**src/rtl/tx_byte_sequencer.sv**
```systemverilog
// tx_byte_sequencer
//   Fetches pkt_len bytes from the TX packet buffer, in order, and hands them one at a
//   time to the serializer over a valid/ready handshake. Each byte takes three states:
//   FETCH (read strobe), WAIT (buffer latency, capture data) and SEND (handshake).
//   When the last byte is accepted, tx_done pulses for one cycle.
//
// Ports
//   clk, rst      clock, synchronous active-high reset
//   start         request to send a packet; only sampled in IDLE
//   pkt_len       packet length in bytes, latched when start is accepted
//   abort         cancels the packet in progress
//   buf_data      buffer read data, valid one cycle after buf_rd_en
//   buf_rd_en     buffer read strobe
//   buf_rd_addr   buffer byte index (equals count)
//   tx_data       byte to the serializer
//   tx_valid      tx_data valid
//   tx_ready      serializer accepts tx_data this cycle
//   byte_sent     one-cycle pulse per accepted byte
//   count         bytes sent in the current or last packet
//   busy          high in any state other than IDLE
//   tx_done       one-cycle pulse after the last byte is accepted
module tx_byte_sequencer #(
  parameter int unsigned CNT_WIDTH = 4
) (
  input  logic                 clk,
  input  logic                 rst,
  input  logic                 start,
  input  logic [CNT_WIDTH-1:0] pkt_len,
  input  logic                 abort,
  input  logic [7:0]           buf_data,
  output logic                 buf_rd_en,
  output logic [CNT_WIDTH-1:0] buf_rd_addr,
  output logic [7:0]           tx_data,
  output logic                 tx_valid,
  input  logic                 tx_ready,
  output logic                 byte_sent,
  output logic [CNT_WIDTH-1:0] count,
  output logic                 busy,
  output logic                 tx_done
);

  typedef enum logic [2:0] {
    StIdle,
    StFetch,
    StWait,
    StSend,
    StDone
  } state_e;

  state_e               state_q, state_d;
  logic [CNT_WIDTH-1:0] len_q, len_d;
  logic [CNT_WIDTH-1:0] count_q, count_d;
  logic [CNT_WIDTH-1:0] count_inc;
  logic [7:0]           tx_data_q, tx_data_d;
  logic                 tx_valid_q, tx_valid_d;

  // count never exceeds len, which fits in CNT_WIDTH bits, so this cannot overflow.
  assign count_inc = count_q + 1'b1;

  always_comb begin
    state_d    = state_q;
    len_d      = len_q;
    count_d    = count_q;
    tx_data_d  = tx_data_q;
    tx_valid_d = tx_valid_q;
    buf_rd_en  = 1'b0;
    byte_sent  = 1'b0;
    tx_done    = 1'b0;

    unique case (state_q)
      StIdle: begin
        // A zero-length request is silently dropped.
        if (start && (pkt_len != '0)) begin
          len_d   = pkt_len;
          count_d = '0;
          state_d = StFetch;
        end
      end
      StFetch: begin
        buf_rd_en = 1'b1;
        state_d   = StWait;
      end
      StWait: begin
        tx_data_d  = buf_data;
        tx_valid_d = 1'b1;
        state_d    = StSend;
      end
      StSend: begin
        if (tx_valid_q && tx_ready) begin
          byte_sent  = 1'b1;
          count_d    = count_inc;
          tx_valid_d = 1'b0;
          state_d    = (count_inc == len_q) ? StDone : StFetch;
        end
      end
      StDone: begin
        tx_done = 1'b1;
        state_d = StIdle;
      end
      default: state_d = StIdle;
    endcase

    // Abort overrides the normal transition; byte_sent is left alone because the
    // serializer has already taken the byte if a handshake happened this cycle.
    if (abort && (state_q != StIdle)) begin
      state_d    = StIdle;
      tx_valid_d = 1'b0;
      count_d    = '0;
      tx_done    = 1'b0;
    end
  end

  always_ff @(posedge clk) begin
    if (rst) begin
      state_q    <= StIdle;
      len_q      <= '0;
      count_q    <= '0;
      tx_data_q  <= 8'h00;
      tx_valid_q <= 1'b0;
    end else begin
      state_q    <= state_d;
      len_q      <= len_d;
      count_q    <= count_d;
      tx_data_q  <= tx_data_d;
      tx_valid_q <= tx_valid_d;
    end
  end

  assign buf_rd_addr = count_q;
  assign count       = count_q;
  assign tx_data     = tx_data_q;
  assign tx_valid    = tx_valid_q;
  assign busy        = (state_q != StIdle);

endmodule

```
**config.mk**
```make
export PLATFORM = sky130hd
export DESIGN_NAME = tx_byte_sequencer
export DESIGN_NICKNAME = d
export VERILOG_FILES = /design/src/rtl/tx_byte_sequencer.sv
export SDC_FILE = /design/constraint.sdc
export NUM_CORES = 1
export LEC_CHECK = 0
export BUFFER_PORTS_ARGS = -buffer_cell sky130_fd_sc_hd__buf_2
export CAP_MARGIN = 10
export CORE_MARGIN = 3
export CORE_UTILIZATION = 42
export CTS_CLUSTER_DIAMETER = 30
export DETAILED_ROUTE_END_ITERATION = 10
export PLACE_DENSITY = 0.79
export SYNTH_ARGS = -nofsm -noshare
export SYNTH_HDL_FRONTEND = slang
export SYNTH_SLANG_ARGS = --single-unit
```
**constraint.sdc**
```tcl
create_clock -name clk -period 1.6 [get_ports clk]
set_input_delay 0 -clock clk [delete_from_list [all_inputs] [get_ports clk]]
set_output_delay 0 -clock clk [all_outputs]
set_load 0.005 [all_outputs]
```
* Yosys cells after proc, flatten, opt, wreduce, memory -nomap -nowiden
Index checks and enable logic that the tools add are counted.
** Word-level totals
- Register bits :: 20
- Bits of input ports :: 17
- Output and inout port bits :: 21
- Logic and storage cells :: 40
** Cells by class
- Add/subtract/negate cells :: 1
- Equal/unequal tests :: 7
- Mux-type cells :: 14
- Reduce and logical (&&, ||, !) cells :: 13
** Operator list (count)
- $pmux 3 s4 :: 1
- $mux 3 :: 3
- $mux 4 :: 2
- $pmux 4 s2 :: 1
- $eq 3x2->1 const B :: 2
- $mux 1 :: 6
- $reduce_and 2->1 :: 3
- $add 4x1->4 const B :: 1
- $eq 4x4->1 :: 1
- $ne 2x2->1 const B :: 2
- $reduce_bool 2->1 :: 2
- $reduce_bool 4->1 :: 1
- $eq 3x1->1 const B :: 1
- $eq 3x3->1 const B :: 1
- $logic_and 1x1->1 :: 3
- $logic_not 3->1 :: 1
- $reduce_and 3->1 :: 1
- $reduce_bool 3->1 :: 1
- $pmux 1 s2 :: 1
- $reduce_or 2->1 :: 1

* Depth between registers and ports, before layout
- Word-level depth :: 5
- Mapped depth :: 6
- Gate-level depth less buffers :: 5

* Worst setup path after synthesis
No wires, ideal clock.
- Kind :: register to register
- Start point :: register count_q[0] (netlist: buf_rd_addr[0])
- End point :: register state_q[0]
- Arrival time :: 1330 ps
- Required time :: 1481 ps
- Setup slack :: 152 ps
- Cell stages (with the launch flop) :: 6
- Path buffers :: 0
- Clock period less this slack :: 1448 ps
- Path through :: dfxtp_1 ha_1 xor2_1 xnor2_1 nand4_1 o221a_2
** On the way
- Cells in the longest elaborated chain, start to end :: 5
** Ends and longest elaborated chain
- start, declared :: line 52 : logic [CNT_WIDTH-1:0] count_q, count_d;
- start signal, assigned :: line 123 : count_q <= count_d;
- $add 4x1->4 :: line 58 : assign count_inc = count_q + 1'b1;
- $eq 4x4->1 :: line 93 : state_d = (count_inc == len_q) ? StDone : StFetch;
- $mux 3 :: line 93
- $mux 3 :: line 89 : if (tx_valid_q && tx_ready) begin
- $pmux 3 s4 :: line 70 : unique case (state_q)
- end signal, assigned :: line 115 : state_q <= StIdle;
- end signal, assigned :: line 121 : state_q <= state_d;
- end, declared :: line 50 : state_e state_q, state_d;
No other way between the ends. The select of a mux whose other input is x is not followed.
A chain may end at the register's enable or synchronous reset.

* Final worst setup path
- Start point :: register state_q[0]
- End point :: register count_q[3] (netlist: buf_rd_addr[3])
** On the way
- Cells in the longest elaborated chain, start to end :: 3
** Ends and longest elaborated chain (line)
- $eq 3x2->1 (tied with other cells) :: 70
- $ne 2x2->1 (no line) (tied with other cells)
- $reduce_and 3->1 (no line) or $reduce_or 2->1 (tied branches)
Several ways; a longest one is shown, not always the timed one.

==> results.yml <==
layout:
  syn_to_final_growth_pct: 33.5
  layout_commonest_cell: "buf_2"
  diodes: 0
  fin_cells: 186
  nNetsFinal: 178
  layout_common_cells: "buf_2 (37), nand2_1 (24), dfxtp_1 (19)"
  fill_cells: 181
  final_cell_area_um2: 1300
  final_layout_size_suffix_gt1_share_pct: 32.1
clock_network:
  root_buffer: "clkbuf_4"
  htreeDepth: 1
  clock_path_buffers: 2
  cts_sinks: 20
  cts_tree: "done"
  cts_buffers: 3
  clk_pin_slew_ns: 0.11
  clk_latency_ns: 0.30
sta:
  fin_ws_ns: 0.0957
  setup_viol: 0
  fmax_mhz: 665
  relSlewSlack_pct: 67.9
  tightest_slew_ns: 0.480
  period_share_pct: 94.0
  report.final.slew_viol_count: 0
  fin_setup_tns_ns: 0
  finalHoldViolCount: 0
  skew_ns: 0.00527
  rsz0062_at_grt: "no"
  fin_hold_ws_ns: 0.0368
  min_period_ns: 1.50
critical_path:
  critPathKind: "flip-flop to flip-flop"
  cp_top_family: "simple AND/OR/NAND/NOR gates"
  max_stage_delay_ns: 0.50
  path_cells: "and3b_2, nand3_1, or3_1, a31oi_1"
  start_kind: "flip-flop"
  reg2reg_depth: 4
  worstReg2RegStart: "state_q[0]"
  cp.arrival_ns: 1.74
  end_kind: "flip-flop"
  timing.rr.end: "buf_rd_addr[3]"
  r2r_setup_slack_ns: 0.1
  cp.depth: 4
  cp_max_fo: 9
  crit_buf_inv: 0
  crit_slowest_cell: "dfxtp_1"
  cp-startpoint: "state_q[0]"
  critPathRequiredTime_ns: 1.84
floorplanning:
  dieWidth_um: 54.1
  core_area_um2: 2080
  fp.dieH_um: 54.1
  initial_core_util_pct: 46.8
  io_pins: 38
  dieArea_um2: 2930
  rows: 16
grt:
  overflow: 0
  grt_pass1_wl_um: 3650
  grt_usage_pct: 17.2
  grt_pass1_vias: 877
  antenna_found_initial: 0
  grt_max_degree: 15
synth:
  syn_inst: 113
  synth-edff-count: 0
  syn_nets: 131
  yosysWarnings: 0
  ys_seq_elements: 20
  synthDistinctLibCells: 32
  synthArstFlopShare_pct: 0
  yosysSeqAreaShare_pct: 41.1
  synth_area_um2: 973
  synth_flop_cell: "dfxtp_1"
  syn_avg_cell_area_um2: 8.61
drt:
  routed_wl_um: 2270
  vias: 954
  drt_pre_antenna_iters: 4
  ant_nets: 0
  drt-initial-drc-count: 11
  avgRoutedWirePerCell_um: 12.2
  drc: 0
  avgViaCountPerCell: 5.13
power:
  peakVddDrop_mv: 0.483
  p_leak_nw: 0.606
  pwr_density_cell_nw_per_um2: 785
placement:
  dp.cells: 170
  port_buffers: 37
  place_ws_ns: 0.113
  place_area_um2: 1140
  dpl.hpwl_um: 1640
  place.gp.congestion: 0.873
min_path:
  min_from: "rst"
  hp-class: "input pin to flip-flop"
  min_to: "len_q[3]"
  min_path_cells: 2
run_status:
  status: "finished, final reports clean"
flow_run:
  drv_cap: 0
## final cells by class
| cell class | count | area [um2] | area share [%] |
|---|---|---|---|
| Inverter | 1 | 3.75 | 0.289 |
| Multi-Input combinational cell | 83 | 504 | 38.8 |
| Tap cell | 27 | 33.8 | 2.60 |
| Clock buffer | 4 | 36.3 | 2.79 |
| Sequential cell | 20 | 402 | 30.9 |
| Timing Repair Buffer | 51 | 320 | 24.6 |
## worst max-delay path by stage
stage               slack [ns]             end
global route              0.02  buf_rd_addr[3]
detailed placement        0.11  buf_rd_addr[3]
floorplan                 0.15      state_q[0]
finish                     0.1  buf_rd_addr[3]
global placement          0.17  buf_rd_addr[3]
CTS                       0.09  buf_rd_addr[3]
## metal layers
layer	part of all wire, %	wire length [um]	up-vias	track usage, %
met5	0	0	-	0
met4	0.35	8	0	6.22
met3	5.1	115	2	3.32
met2	50	1130	31	30.5
met1	45	1020	440	20.2
li1	-	-	481	-
## flip-flops by register name (all words and copies together), names as in the netlist
register and flops:
tx_data 8, buf_rd_addr 4, len_q 4, state_q 3
tx_valid 1
## metrics by stage
| stage | util (%) | power [mW] |
|---|---|---|
| global route | 62.4 | 1.07 |
| CTS | 62.4 | 1.03 |
| floorplan | - | 0.665 |
| global placement | 54.9 | 0.708 |
| detailed placement | 54.9 | 0.714 |
| finish | 62.4 | 1.02 |
## kinds of logic after synthesis
group,Yosys count,synth area share (%)
xor+xnor,6,5.40
flops,20,41.1
fa+ha+maj,1,1.29
buf+inv,10,7.07
compound gates,26,18.4
mux,1,1.03
simple gates,49,25.7
## Yosys cell counts, types with 2 or more instances
library cell	n	area share, %
a21oi_1	15	7.7
buf_4	4	3.1
buf_6	2	2.3
clkbuf_1	2	0.77
dfxtp_1	20	41
nand2_1	24	9.3
nand3_1	4	2.1
nand3b_1	2	1.5
nor2_1	6	2.3
nor3_1	4	2.1
o21ai_0	5	2.6
xnor2_1	4	3.6
xor2_1	2	1.8
## timing repair
item,in CTS,in global routing
endpoints found under the hold margin,12,0
gates resized for setup,0,1
hold buffers,12,0
endpoints found under the setup margin,0,1
setup buffers,0,0
## power breakdown
part / internal (mW) / total (mW) / switching, mW
Clock: 0.139 / 0.292 / 0.153
Combinational: 0.0934 / 0.183 / 0.0898
Sequential: 0.523 / 0.546 / 0.0224
Note: power is estimated with default switching activity, not from simulation.
